**config.mk**
```make
export PLATFORM = sky130hd
export DESIGN_NAME = med_window
export DESIGN_NICKNAME = d
export VERILOG_FILES = /design/src/rtl/med_pkg.sv /design/src/rtl/med_line_buffer.sv /design/src/rtl/med_window.sv
export SDC_FILE = /design/constraint.sdc
export NUM_CORES = 1
export LEC_CHECK = 0
export ABC_CLOCK_PERIOD_IN_PS = 3650
export BUFFER_PORTS_ARGS = -buffer_cell sky130_fd_sc_hd__buf_4
export CAP_MARGIN = 30
export CORE_MARGIN = 2
export CORE_UTILIZATION = 50
export CTS_CLUSTER_DIAMETER = 50
export DETAILED_ROUTE_END_ITERATION = 7
export GPL_ROUTABILITY_DRIVEN = 0
export PLACE_DENSITY = 0.75
export SYNTH_ARGS = -nofsm -noshare
export SYNTH_HDL_FRONTEND = slang
export SYNTH_SLANG_ARGS = --single-unit
```
**constraint.sdc**
```tcl
create_clock -name CLK -period 3.65 [get_ports CLK]
set_input_delay 0.365 -clock CLK [delete_from_list [all_inputs] [get_ports CLK]]
set_output_delay 0.365 -clock CLK [all_outputs]
set_load 0.05 [all_outputs]
```
**src/rtl/med_pkg.sv**
```systemverilog
// Shared definitions for the median filter front end: pixel width,
// window size, window FSM states and the 3x3 window container.
package med_pkg;

    localparam int PIX_W = 8;
    localparam int WIN_N = 9;

    // Index of the last window sample on the serial output.
    localparam logic [3:0] K_LAST = 4'(WIN_N - 1);

    typedef enum logic [1:0] {
        IDLE,
        SEND,
        WAIT
    } state_t;

    // Window element i is row (i / 3), column (i % 3), oldest (top-left) first.
    typedef logic [WIN_N-1:0][PIX_W-1:0] win_t;

endpackage

```
**src/rtl/med_line_buffer.sv**
```systemverilog
// One line of pixel storage indexed by column. The read is asynchronous, so
// the value returned is the pixel stored at this column on the previous line.
// It is overwritten on the same edge that the new pixel is accepted.
module med_line_buffer
    import med_pkg::*;
#(
    parameter int DEPTH = 8,
    parameter int AW    = 3
) (
    input  logic             clk_i,
    input  logic             we_i,
    input  logic [AW-1:0]    addr_i,
    input  logic [PIX_W-1:0] din_i,
    output logic [PIX_W-1:0] dout_o
);

    logic [PIX_W-1:0] mem_q [DEPTH];

    // Store the incoming pixel at its column; contents need no reset.
    always_ff @(posedge clk_i) begin
        if (we_i) begin
            mem_q[addr_i] <= din_i;
        end
    end

    assign dout_o = mem_q[addr_i];

endmodule

```
**src/rtl/med_window.sv**
```systemverilog
// 3x3 neighbourhood builder for the serial median stage. Tracks the raster
// position, keeps two previous lines in line buffers, and for every interior
// pixel sends the nine window samples on DO/DSO. It then stalls the pixel
// source until the median stage reports completion on MDONE.
module med_window
    import med_pkg::*;
#(
    parameter int WIDTH  = 8,
    parameter int HEIGHT = 8
) (
    input  logic             CLK,
    input  logic             nRST,
    input  logic [PIX_W-1:0] PI,
    input  logic             PSI,
    output logic             PRDY,
    input  logic             MDONE,
    output logic [PIX_W-1:0] DO,
    output logic             DSO
);

    localparam int CW = (WIDTH  > 1) ? $clog2(WIDTH)  : 1;
    localparam int RW = (HEIGHT > 1) ? $clog2(HEIGHT) : 1;

    localparam logic [CW-1:0] COL_LAST = CW'(WIDTH - 1);
    localparam logic [RW-1:0] ROW_LAST = RW'(HEIGHT - 1);

    state_t           state_q, state_d;
    logic [3:0]       k_q, k_d;
    logic [CW-1:0]    col_q, col_d;
    logic [RW-1:0]    row_q, row_d;
    win_t             win_q, win_d;
    logic [PIX_W-1:0] do_q, do_d;
    logic             dso_q, dso_d;

    logic             accept;
    logic             winValid;
    logic [3:0]       kNext;
    logic [PIX_W-1:0] lb0Rd;
    logic [PIX_W-1:0] lb1Rd;

    assign PRDY     = (state_q == IDLE);
    assign accept   = PSI && (state_q == IDLE);
    assign winValid = (row_q >= RW'(2)) && (col_q >= CW'(2));
    assign kNext    = k_q + 4'd1;
    assign DO       = do_q;
    assign DSO      = dso_q;

    // lb0 holds the previous line, lb1 the one before; lb1 is fed from lb0's old value.
    med_line_buffer #(
        .DEPTH (WIDTH),
        .AW    (CW)
    ) u_lb0 (
        .clk_i  (CLK),
        .we_i   (accept),
        .addr_i (col_q),
        .din_i  (PI),
        .dout_o (lb0Rd)
    );

    med_line_buffer #(
        .DEPTH (WIDTH),
        .AW    (CW)
    ) u_lb1 (
        .clk_i  (CLK),
        .we_i   (accept),
        .addr_i (col_q),
        .din_i  (lb0Rd),
        .dout_o (lb1Rd)
    );

    // Raster position of the next pixel; wraps at end of line and end of frame.
    always_comb begin
        col_d = col_q;
        row_d = row_q;
        if (accept) begin
            if (col_q == COL_LAST) begin
                col_d = '0;
                row_d = (row_q == ROW_LAST) ? '0 : row_q + RW'(1);
            end else begin
                col_d = col_q + CW'(1);
            end
        end
    end

    // Shift the window left on acceptance and load the new right column.
    always_comb begin
        win_d = win_q;
        if (accept) begin
            win_d[0] = win_q[1];
            win_d[1] = win_q[2];
            win_d[2] = lb1Rd;
            win_d[3] = win_q[4];
            win_d[4] = win_q[5];
            win_d[5] = lb0Rd;
            win_d[6] = win_q[7];
            win_d[7] = win_q[8];
            win_d[8] = PI;
        end
    end

    // Window FSM and serialiser: w0 goes out on the accepting edge, so it is
    // taken from the freshly shifted window rather than the registered one.
    always_comb begin
        state_d = state_q;
        k_d     = k_q;
        do_d    = do_q;
        dso_d   = dso_q;
        unique case (state_q)
            IDLE: begin
                if (accept && winValid) begin
                    state_d = SEND;
                    k_d     = 4'd0;
                    do_d    = win_d[0];
                    dso_d   = 1'b1;
                end
            end
            SEND: begin
                if (k_q == K_LAST) begin
                    state_d = WAIT;
                    k_d     = 4'd0;
                    do_d    = '0;
                    dso_d   = 1'b0;
                end else begin
                    k_d  = kNext;
                    do_d = win_q[kNext];
                end
            end
            WAIT: begin
                if (MDONE) begin
                    state_d = IDLE;
                end
            end
            default: begin
                state_d = IDLE;
                k_d     = 4'd0;
                do_d    = '0;
                dso_d   = 1'b0;
            end
        endcase
    end

    // State, position, window and output registers; reset abandons any window.
    always_ff @(posedge CLK or negedge nRST) begin
        if (!nRST) begin
            state_q <= IDLE;
            k_q     <= 4'd0;
            col_q   <= '0;
            row_q   <= '0;
            win_q   <= '0;
            do_q    <= '0;
            dso_q   <= 1'b0;
        end else begin
            state_q <= state_d;
            k_q     <= k_d;
            col_q   <= col_d;
            row_q   <= row_d;
            win_q   <= win_d;
            do_q    <= do_d;
            dso_q   <= dso_d;
        end
    end

endmodule

```
# Word-level counts from Yosys, hierarchy flattened
# Memory sizes are Yosys's and may differ from the RTL's. A register that Yosys moved wholly into a read port is not among the register bits.
# Index checks and enable logic that the tools add are counted.
word_totals:
  regBits: 85
  ramBits: 128
  n_memories: 2
classes:
  add_sub_neg: 3
  order_cmp: 3
  n_eq_ne: 8
  n_mux: 20
  bitwise: 1
  reduce_logical: 9
memory_table:
  columns: ["name", "depth", "word_bits", "rd", "rd_ports_with_merged_regs", "wr", "line_no", "source"]
  rows:
  - ["u_lb0.mem_q", 8, 8, 1, 0, 1, "med_line_buffer.sv:17", "logic [PIX_W-1:0] mem_q [DEPTH];"]
  - ["u_lb1.mem_q", 8, 8, 1, 1, 1, "med_line_buffer.sv:17", null]
op_table:
  columns: ["cell", "n"]
  rows:
  - ["binary-select mux 8 bit (select 4 bit)", 1]
  - ["2-to-1 mux 8 bit", 4]
  - ["one-hot mux 8 bit (3 select lines)", 1]
  - ["one-hot mux 4 bit (3 select lines)", 1]
  - ["2-to-1 mux 4 bit", 2]
  - ["adder 3 x 1 -> 3 bit, second input constant", 2]
  - ["equality test 3 bit, second input constant", 2]
  - [">= comparator 3 x 2 -> 1 bit, second input constant", 2]
  - ["2-to-1 mux 2 bit", 3]
  - ["2-to-1 mux 3 bit", 2]
  - ["one-hot mux 2 bit (3 select lines)", 1]
  - ["AND reduction 3 bit", 2]
  - ["less-than comparator 4 x 5 -> 1 bit, second input constant", 1]
  - ["adder 4 x 1 -> 4 bit, second input constant", 1]
  - ["equality test 4 bit, second input constant", 1]
  - ["2-to-1 mux 1 bit", 4]
  - ["inequality test 2 bit, second input constant", 2]
  - ["AND reduction 2 bit", 2]
  - ["logical AND 1 bit", 3]
  - ["one-hot mux 1 bit (3 select lines)", 1]
  - ["equality test 2 x 1 -> 1 bit, second input constant", 1]
  - ["equality test 2 bit, second input constant", 1]
  - ["logical NOT 2 bit", 1]
  - ["inequality test 2 x 1 -> 1 bit, second input constant", 1]
  - ["2 further kinds", 2]

# Longest topological paths before layout
# Gate-level depths: netlist of the first run.
depth:
  depth_word: 5
  depth_mapped: 10
  mapped_depth_nobuf: 6

# By module
# A second synthesis of the first run with hierarchy kept.
hier_totals:
  hier_cells: 572
  hier_area_um2: 9683.0
modules_own_cells:
  columns: ["module", "instances", "cells_per_inst", "area_per_inst_um2", "seq_area_each_um2"]
  rows:
  - ["med_line_buffer", 2, 121, 2555.0, 1921.8]
  - ["med_window", 1, 330, 4573.1, 2327.2]

# Worst setup path after synthesis of the first run
# OpenSTA, ideal clock, no wires.
synth_timing:
  path_kind: "flip-flop to flip-flop"
  start: "register state_q[0]"
  end: "memory u_lb0.mem_q[0][0], enable pin"
  setup_time_ns: 0.430
  t_arrival_ns: 3.092
  path_slack_ns: 0.128
  stages_incl_launch_ff: 7
  n_path_buf: 2
  period_less_slack_ns: 3.522
  path_cell_list: "dfrtp_1 or2_2 buf_2 inv_1 nand2_1 buf_2 nor4_1"
synth_via:
  elab_chain_len: 4
synth_rtl:
  columns: ["element", "line_no", "source"]
  rows:
  - ["from (decl)", "med_window.sv:27", "state_t state_q, state_d;"]
  - ["from (signal assigned)", "med_window.sv:153", "state_q <= state_d;"]
  - ["logical NOT 2 bit", null, null]
  - ["net PRDY", "med_window.sv:15", "output logic PRDY,"]
  - ["logical AND 1 bit", "med_window.sv:42", "assign accept = PSI && (state_q == IDLE);"]
  - ["2-to-1 mux 1 bit", "med_line_buffer.sv:21", "if (we_i) begin"]
  - ["2-to-1 mux 1 bit (implied by the code)", "med_line_buffer.sv:22", "mem_q[addr_i] <= din_i;"]
  - ["to (decl)", "med_line_buffer.sv:17", null]
# The timed path passes the listed nets, and every way through them passes these cells.

# Worst setup path in the final report of the first run
layout_timing:
  start: "register col_q[0]"
  end: "register win_q[47] in the netlist's numbering"
layout_via:
  elab_chain_len: 1
layout_rtl:
  columns: ["element", "line_no", "source"]
  rows:
  - ["from (decl)", "med_window.sv:29", "logic [CW-1:0] col_q, col_d;"]
  - ["from (signal assigned)", "med_window.sv:155", "col_q <= col_d;"]
  - ["memory (8 x 8 bit)", null, null]
  - ["net lb0Rd[7]", "med_window.sv:38", "logic [PIX_W-1:0] lb0Rd;"]
  - ["to (signal assigned)", "med_window.sv:157", "win_q <= win_d;"]
  - ["to (decl)", "med_window.sv:31", "win_t win_q, win_d;"]
# The timed path passes the listed nets, and every way through them passes these cells.
# A chain may end at the register's enable or synchronous reset.

==> results.py, run 1 <==
metrics = {
    "floorplanning": {
        "rows": 50,
        "coreArea_mm2": 0.01877,
        "die_area_mm2": 0.02030,
        "ioPinCount": 22,
        "start_util": 0.5109,
        "die_y_um": 142.5,
        "die_x_um": 142.5,
    },
    "timing": {
        "worst_slew_pin_slew_ns": 0.8848,
        "drv_slew": 0,
        "period_share": 0.7181,
        "whs_ns": 0.1093,
        "setup_ws_ns": 1.029,
        "finalHoldViolations": 0,
        "fmax_mhz": 381.5,
        "rsz0062_at_grt": "no",
        "setup_tns_ns": 0,
        "skew_ns": 0.01053,
        "relSlewSlack": 0.4066,
        "min_period_ns": 2.621,
        "setup_violations": 0,
    },
    "critical_path": {
        "crit_arrival_ns": 3.08,
        "startpoint": "col_q[0]",
        "cp-start-kind": "flip-flop",
        "crit_buf_inv": 1,
        "endpoint_kind": "flip-flop",
        "crit_family": "compound AO/OA/AOI/OAI gates",
        "critPathSlowestCell": "nor2b_1",
        "critPathMaxFanout": 42,
        "crit_chain": "buf_4 -> nor2b_1 -> a221oi_1 -> o22ai_1 -> mux2_2",
        "max_stage_delay_ns": 0.64,
        "required_ns": 4.10,
        "crit_type": "flip-flop to flip-flop",
        "rr_startpoint": "col_q[0]",
    },
    "hold_path": {
        "worstHoldPathType": "primary input to flip-flop",
        "worstHoldStart": "PI[0]",
    },
    "finish": {
        "utilization": 0.5687,
        "num-fill-cells": 1472,
        "n_antenna_cell": 0,
        "regArea_mm2": 0.006172,
        "syn2layout_area_growth_pct": 11.31,
        "nets": 768,
        "multi_input_area_mm2": 0.003137,
        "layout-drive-gt1-share": 0.1780,
    },
    "yosys": {
        "syn_inst": 727,
        "synthTopCellsByArea": "edfxtp_1, dfrtp_1, nand2_1",
        "synthArstFlopShare": 0.4208,
        "synthTopCellsByCount": "nand2_1, edfxtp_1, dfrtp_1, nor2_1, buf_2",
        "synth.net_count": 747,
        "yosys_warnings": 0,
        "synth_top_cell_area_share": 0.4008,
        "ys_types": 60,
        "yosys_most_used_dff": "edfxtp_1",
        "syn_area_per_cell_um2": 13.19,
        "syn-cell-area_mm2": 0.009589,
        "synth_area_leader_cell": "edfxtp_1",
        "synth_edf_count": 128,
        "synth_seq_cells": 221,
        "synth.most_common_cell": "nand2_1",
        "yosysSeqAreaShare": 0.6435,
    },
    "global_routing": {
        "gr-total-overflow": 0,
        "grt_pass1_vias": 6076,
        "grt_usage": 0.2144,
        "grt_max_degree": 86,
        "antenna_found_initial": 0,
        "grt_pass1_wl_um": 33520,
    },
    "placed_design": {
        "pre_cts_ws_ns": 1.117,
        "dp_hpwl_um": 12960,
        "io_buffers": 21,
    },
    "clocking": {
        "clk_pin_slew_ns": 0.06,
        "root_buffer": "clkbuf_16",
        "insertion_delay_ns": 0.52,
        "post_cts_resized": 0,
        "ctsHoldBuffers": 1,
        "cts.sinks": 221,
        "h-tree-depth": 1,
        "max-clock-path-buffers": 3,
        "post-cts-setup-buffers": 0,
        "numCtsBuffers": 23,
        "cts_tree": "done",
    },
    "route": {
        "first_pass_iters": 5,
        "drtIter0Drc": 559,
        "drc": 0,
        "wl_per_cell_um": 20.98,
        "ant_nets": 0,
        "vias_per_cell": 5.941,
        "vias": 5929,
        "wirelength_um": 20940,
    },
    "power_and_ir_drop": {
        "internal_power_mw": 6.163,
        "p_comb_frac": 0.349,
        "p_switching_mw": 3.509,
        "max-vdd-ir-drop_v": 0.0005731,
        "pwr-share-seq": 0.419,
        "leakage_nw": 4.258,
        "clockPowerShare": 0.232,
        "cellPowerDensity_mw_per_mm2": 906.1,
        "swShare": 0.3628,
    },
    "job": {
        "drv_cap": 0,
    },
    "status": {
        "status": "finished, final reports clean",
    },
}
## through the flow
step,cell area (µm²),power (mW),instances
after floorplan,9589,6.523,727
after global placement,9928,7.227,955
after detailed placement,9928,7.413,955
after CTS,10670,9.689,997
after global routing,10670,10.25,998
final,10670,9.672,998
## worst paths after layout
kind	endpoint	slack [ns]	cells after the start
worst max-delay path	win_q[47]	1.03	5
min in group asynchronous	win_q[60]	0.50	2
worst min register to register	win_q[25]	0.48	2
worst max register to register	win_q[47]	1.03	5
worst min-delay path	u_lb0.mem_q[6][0]	0.11	1
max in group asynchronous	win_q[14]	2.30	3
## worst reg2reg max path, cell delays in order (launching register included)
cell and delay (ns):
dfrtp_1 0.35, buf_4 0.46, nor2b_1 0.67, a221oi_1 0.16
o22ai_1 0.62, mux2_2 0.29
## layer usage
| layer | track usage | share of wire |
|---|---|---|
| met1 | 0.3061 | 0.43 |
| met2 | 0.3393 | 0.47 |
| met3 | 0.04038 | 0.071 |
| met4 | 0.06305 | 0.023 |
| met5 | 0 | 0 |
## cell type report
cell class                      instances  area share
Multi-Input combinational cell        452      0.2939
Timing Repair Buffer                   41     0.02907
Clock buffer                           33     0.06025
Inverter                                9    0.003165
Sequential cell                       221      0.5782
Clock inverter                          8    0.007971
Tap cell                              234     0.02743
## logic make-up after synthesis
logic type / synth area share
AO/OA/AOI/OAI: 0.08521
adder cells (fa/ha/maj): 0.01044
flip-flops: 0.6435
XOR/XNOR: 0.0009135
AND/OR/NAND/NOR: 0.1224
buffers and inverters: 0.03288
multiplexers: 0.1046
## sequential cells by signal, indices dropped and copies added, names as in the netlist
| register | flops |
|---|---|
| DO | 8 |
| DSO | 1 |
| col_q | 3 |
| k_q | 4 |
| row_q | 3 |
| state_q | 2 |
| u_lb0.mem_q | 64 |
| u_lb1.mem_q | 64 |
| win_q | 72 |
## power by group through the flow
stage                     registers, mW  logic, mW  clock network (mW)
after floorplan                    3.92       2.60                   0
after global placement             4.03       3.20                   0
after detailed placement           4.08       3.33                   0
after CTS                          4.04       3.35                2.29
after global routing               4.14       3.71                2.40
final                              4.05       3.37                2.25
## layout by cell type (no fill, tap or decap), types with 10 or more instances in the layout
cell / n
nand2_1: 207
edfxtp_1: 128
dfrtp_1: 92
buf_4: 39
nor2_1: 26
mux2_2: 23
clkbuf_16: 23
a221oi_1: 20
a22oi_1: 19
mux2i_1: 17
o21ai_0: 15
mux4_2: 15
a31oi_1: 10
No activity file was read; power rests on OpenSTA's default activity.
==> run 2, diff against run 1 <==
--- a/config.mk
+++ b/config.mk
@@ -5,7 +5,7 @@
 export SDC_FILE = /design/constraint.sdc
 export NUM_CORES = 1
 export LEC_CHECK = 0
-export ABC_CLOCK_PERIOD_IN_PS = 3650
+export ABC_CLOCK_PERIOD_IN_PS = 2710
 export BUFFER_PORTS_ARGS = -buffer_cell sky130_fd_sc_hd__buf_4
 export CAP_MARGIN = 30
 export CORE_MARGIN = 2
==> constraint.sdc (replaced) <==
create_clock -name CLK -period 2.71 [get_ports CLK]
set_input_delay 0.271 -clock CLK [delete_from_list [all_inputs] [get_ports CLK]]
set_output_delay 0.271 -clock CLK [all_outputs]
set_load 0.05 [all_outputs]
==> run 2 against run 1 <==
Worst hold slack got worse by 0.090 ns; via count rose by 3.7%; combinational power rose by 41%; critical endpoint is now win_q[40].
==> results.py, run 2 (synthesized netlist as in run 1, its figures left out) <==
metrics = {
    "status": {
        "status": "finished, final reports clean",
    },
    "floorplanning": {
        "coreArea_mm2": 0.01877,
        "die_x_um": 142.5,
        "ioPinCount": 22,
        "start_util": 0.5109,
        "die_y_um": 142.5,
        "rows": 50,
        "die_area_mm2": 0.02030,
    },
    "power_and_ir_drop": {
        "cellPowerDensity_mw_per_mm2": 1226,
        "leakage_nw": 4.353,
        "finalPower_mw": 13.31,
        "max-vdd-ir-drop_v": 0.0007646,
    },
    "timing": {
        "min_period_ns": 2.325,
        "rsz0062_at_grt": "no",
        "worst_slew_pin_slew_ns": 0.9894,
        "setup_violations": 0,
        "relSlewSlack": 0.3334,
        "setup_ws_ns": 0.3849,
        "finalHoldViolations": 0,
        "whs_ns": 0.01958,
        "skew_ns": 0.009065,
        "period_share": 0.8580,
        "drv_slew": 0,
        "fmax_mhz": 430.1,
    },
    "clocking": {
        "cts.sinks": 221,
        "insertion_delay_ns": 0.51,
        "h-tree-depth": 1,
        "clk_pin_slew_ns": 0.06,
        "numCtsBuffers": 23,
        "root_buffer": "clkbuf_16",
        "max-clock-path-buffers": 3,
        "post_cts_resized": 0,
        "cts_tree": "done",
    },
    "finish": {
        "nets": 782,
        "largest_reg_flops": 72,
        "syn2layout_area_growth_pct": 13.24,
        "final_common_cell": "nand2_1",
        "n_antenna_cell": 0,
        "utilization": 0.5786,
        "top_register": "win_q",
        "final_cell_mix": "nand2_1, edfxtp_1, dfrtp_1",
        "layout-drive-gt1-share": 0.1964,
        "num-fill-cells": 1414,
        "reg_top3": "win_q (72), u_lb0.mem_q (64), u_lb1.mem_q (64)",
    },
    "route": {
        "first_pass_iters": 6,
        "vias": 6151,
        "vias_per_cell": 6.072,
        "wl_per_cell_um": 20.84,
        "ant_nets": 0,
        "drtIter0Drc": 872,
        "wirelength_um": 21110,
        "drc": 0,
    },
    "global_routing": {
        "grt_pass1_vias": 6159,
        "met1_usage": 0.2938,
        "grt_util_met3": 0.03836,
        "gr-total-overflow": 0,
        "grt_usage": 0.2139,
        "grt_pass1_wl_um": 33740,
        "grt.met2_usage": 0.3464,
        "antenna_found_initial": 0,
        "grt_max_degree": 67,
        "busiest_layer": "met2",
    },
    "critical_path": {
        "rrSetupSlack_ns": 0.38,
        "cp-start-kind": "flip-flop",
        "crit_type": "flip-flop to flip-flop",
        "required_ns": 3.16,
        "r2r_cells": 5,
        "critPathMaxFanout": 28,
        "endpoint_kind": "flip-flop",
        "crit_arrival_ns": 2.77,
    },
    "placed_design": {
        "io_buffers": 21,
        "pre_cts_ws_ns": 0.4411,
        "dp_hpwl_um": 13490,
    },
    "hold_path": {
        "worstHoldPathType": "primary input to flip-flop",
        "whs_path_depth": 1,
    },
    "job": {
        "drv_cap": 0,
    },
}
[run 2: changes by cell type in the layout (fill, tap and decap cells not counted), sizes merged]
cell / delta
buf: +15
bufinv: +1
clkbuf: -6
clkinv: +2
clkinvlp: +3
[run 2: path summary, 6_finish.rpt]
kind                       startpoint           endpoint
min                             PI[3]  u_lb0.mem_q[2][3]
max                          col_q[2]          win_q[40]
max in group asynchronous        nRST           col_q[2]
min reg2reg                 win_q[30]          win_q[30]
max reg2reg                  col_q[2]          win_q[40]
min in group asynchronous        nRST           row_q[2]
[run 2: cell type report]
| type | count | area (µm²) | share of cell area |
|---|---|---|---|
| inverter | 9 | 33.78 | 0.003111 |
| sequential | 221 | 6172 | 0.5684 |
| timing repair buffer | 55 | 465.4 | 0.04286 |
| multi-input combinational | 452 | 3146 | 0.2897 |
| clock buffer | 28 | 624.3 | 0.05749 |
| tap | 234 | 292.8 | 0.02696 |
| clock inverter | 14 | 125.1 | 0.01152 |
[run 2: per-layer routing]
layer  share of wire  wire (µm)  vias up
li1                -          -     2738
met5               0          0        -
met4           0.028        582        0
met1            0.42       8815     3102
met2            0.49      10300      263
met3           0.067       1406       48
[run 2: metrics by stage]
stage                     setup TNS [ns]  cells  area [µm²]
final                                  0   1013       10860
after global routing                   0   1013       10860
after CTS                              0   1013       10860
after detailed placement               0    970       10100
after global placement                 0    970       10100
after floorplan                   -14.76    727        9605
[run 2: report_power, final]
| group | internal [mW] | total (mW) | leakage [nW] | switching [mW] |
|---|---|---|---|---|
| clock | 1.83 | 3.09 | 0.360 | 1.26 |
| sequential | 4.75 | 5.47 | 2.31 | 0.719 |
| combinational | 1.94 | 4.76 | 1.68 | 2.82 |
| total | 8.52 | 13.3 | 4.35 | 4.79 |
[run 2: timing repair]
item / CTS / global route
endpoints found under the hold margin: 44 / 0
hold buffers: 1 / 0
buffers inserted: 0 / 0
[run 2: critical path, cell delays in order (launching register included)]
cell,delay (ns)
dfrtp_2,0.71
buf_4,0.28
nor2b_1,0.32
a221oi_1,0.17
o22ai_1,0.51
mux2_2,0.26
==> run 3, diff against run 2 <==
--- a/config.mk
+++ b/config.mk
@@ -10,10 +10,9 @@
 export CAP_MARGIN = 30
 export CORE_MARGIN = 2
 export CORE_UTILIZATION = 50
-export CTS_CLUSTER_DIAMETER = 50
 export DETAILED_ROUTE_END_ITERATION = 7
 export GPL_ROUTABILITY_DRIVEN = 0
-export PLACE_DENSITY = 0.75
+export PLACE_DENSITY = 0.66
 export SYNTH_ARGS = -nofsm -noshare
 export SYNTH_HDL_FRONTEND = slang
 export SYNTH_SLANG_ARGS = --single-unit
==> run 3 against run 2 <==
Non-clock buffer count increased by 3; first-iteration DRC count fell by 33%; register-to-register slack worse by 0.03 ns; sequential share of layout area fell by 0.18 points; sequential cell count stayed put; worst setup slack worse by 0.026 ns; die area is the same; sequential power about the same; highest routed layer unchanged.
==> results.py, run 3 (synthesized netlist as in run 1, its figures left out) <==
metrics = {
    "power_and_ir_drop": {
        "max-vdd-ir-drop_v": 0.0006503,
        "leakage_nw": 4.386,
        "pwr-share-seq": 0.409,
        "p_switching_mw": 4.834,
        "cellPowerDensity_mw_per_mm2": 1228,
        "p_comb_frac": 0.353,
        "clockPowerShare": 0.238,
        "internal_power_mw": 8.547,
        "swShare": 0.3613,
    },
    "finish": {
        "layout-drive-gt1-share": 0.1977,
        "regArea_mm2": 0.006172,
        "final_common_cell": "nand2_1",
        "reg_top3": "win_q (72), u_lb0.mem_q (64), u_lb1.mem_q (64)",
        "layout.cells.non_filler": 1018,
        "syn2layout_area_growth_pct": 13.61,
        "nets": 786,
        "final_cell_mix": "nand2_1, edfxtp_1, dfrtp_1",
        "largest_reg_flops": 72,
        "top_register": "win_q",
        "num-fill-cells": 1486,
        "n_antenna_cell": 0,
        "multi_input_area_mm2": 0.003146,
    },
    "critical_path": {
        "rr_startpoint": "col_q[2]",
        "rrSetupSlack_ns": 0.36,
        "cp-start-kind": "flip-flop",
        "r2r_cells": 4,
        "crit_type": "flip-flop to flip-flop",
        "reg2reg_to": "win_q[47]",
        "crit_arrival_ns": 2.79,
        "critPathMaxFanout": 21,
        "endpoint_kind": "flip-flop",
        "required_ns": 3.15,
    },
    "floorplanning": {
        "coreArea_mm2": 0.01877,
        "ioPinCount": 22,
        "die_y_um": 142.5,
        "die_x_um": 142.5,
        "start_util": 0.5109,
        "die_area_mm2": 0.02030,
        "rows": 50,
    },
    "timing": {
        "relSlewSlack": 0.3673,
        "worst_slew_pin_slew_ns": 0.9391,
        "finalHoldViolations": 0,
        "skew_ns": 0.02149,
        "setup_violations": 0,
        "period_share": 0.8674,
        "min_period_ns": 2.351,
        "fmax_mhz": 425.4,
        "setup_tns_ns": 0,
        "drv_slew": 0,
        "whs_ns": 0.01644,
        "rsz0062_at_grt": "no",
    },
    "route": {
        "wl_per_cell_um": 21.78,
        "vias": 6162,
        "drtIter0Drc": 583,
        "ant_nets": 0,
        "first_pass_iters": 5,
        "drc": 0,
        "vias_per_cell": 6.053,
        "wirelength_um": 22170,
    },
    "clocking": {
        "numCtsBuffers": 24,
        "post-cts-setup-buffers": 0,
        "cts.sinks": 221,
        "ctsHoldBuffers": 4,
        "insertion_delay_ns": 0.52,
        "clk_pin_slew_ns": 0.06,
        "post_cts_resized": 0,
        "root_buffer": "clkbuf_16",
        "cts_tree": "done",
        "max-clock-path-buffers": 3,
        "h-tree-depth": 1,
    },
    "global_routing": {
        "grt_pass1_vias": 6115,
        "antenna_found_initial": 0,
        "gr-total-overflow": 0,
        "grt_max_degree": 86,
        "grt_usage": 0.2221,
        "grt_pass1_wl_um": 34530,
    },
    "job": {
        "drv_cap": 0,
    },
    "hold_path": {
        "whs_path_depth": 1,
        "worstHoldStart": "PI[1]",
        "hold_end": "u_lb0.mem_q[0][1]",
        "worstHoldPathType": "primary input to flip-flop",
    },
    "placed_design": {
        "dp_hpwl_um": 14060,
        "place_inst": 970,
        "io_buffers": 21,
    },
    "status": {
        "status": "finished, final reports clean",
    },
}
run 3: cell types whose count changed in the layout (fill, tap and decap cells not counted):
cell           previous run  this run
clkbuf_16                23        24
clkinvlp_4                3         0
buf_4                    50        52
clkinv_2                  3         7
clkbuf_1                  2         4
inv_6                     1         0
buf_12                    4         2
clkinv_1                  7         5
clkinv_8                  0         1
dlygate4sd3_1             1         4
run 3: metrics by stage:
stage,power (mW),util,area [µm²],worst slack [ns]
5_1_grt,14.11,0.5805,10890,0.2401
2_1_floorplan,8.798,-,9605,-0.3945
6_report,13.38,0.5805,10890,0.3593
3_3_place_gp,10.02,0.5368,10070,0.5038
3_5_place_dp,10.21,0.5368,10070,0.4075
4_1_cts,13.42,0.5805,10890,0.3808
run 3: layout make-up:
type,count,share of cell area
flip-flops and latches,221,0.5666
multi-input cells,452,0.2887
clock buffers,31,0.06030
repair buffers,58,0.04318
well taps,234,0.02687
clock inverters,13,0.01126
inverters,9,0.003101
run 3: worst max-delay path by stage:
stage / endpoint / slack (ns) / startpoint / cells past startpoint
finish: win_q[47] / 0.36 / col_q[2] / 4
floorplan: u_lb0.mem_q[2][0] / -0.39 / state_q[0] / 6
detailed placement: win_q[47] / 0.41 / col_q[2] / 4
global route: win_q[47] / 0.24 / col_q[2] / 4
global placement: win_q[47] / 0.50 / col_q[2] / 4
CTS: win_q[47] / 0.38 / col_q[2] / 4
run 3: per-layer routing:
metal | vias to the layer above | track usage | share of wire
li1 | 2754 | - | -
met4 | 0 | 0.05784 | 0.020
met3 | 33 | 0.02927 | 0.053
met1 | 3192 | 0.3166 | 0.43
met5 | - | 0 | 0
met2 | 183 | 0.3649 | 0.49
run 3: power by group through the flow:
stage | registers, mW | clock network (mW) | logic, mW
after global routing | 5.57 | 3.38 | 5.16
final | 5.47 | 3.19 | 4.72
after global placement | 5.49 | 0 | 4.53
after CTS | 5.46 | 3.23 | 4.72
after floorplan | 5.28 | 0 | 3.52
after detailed placement | 5.52 | 0 | 4.69
run 3: critical path, cell delays in order, from the launching register on:
cell and delay, ns:
dfrtp_2 0.65, nor2b_1 0.48, a221oi_1 0.21, o22ai_1 0.64, mux2_2 0.29
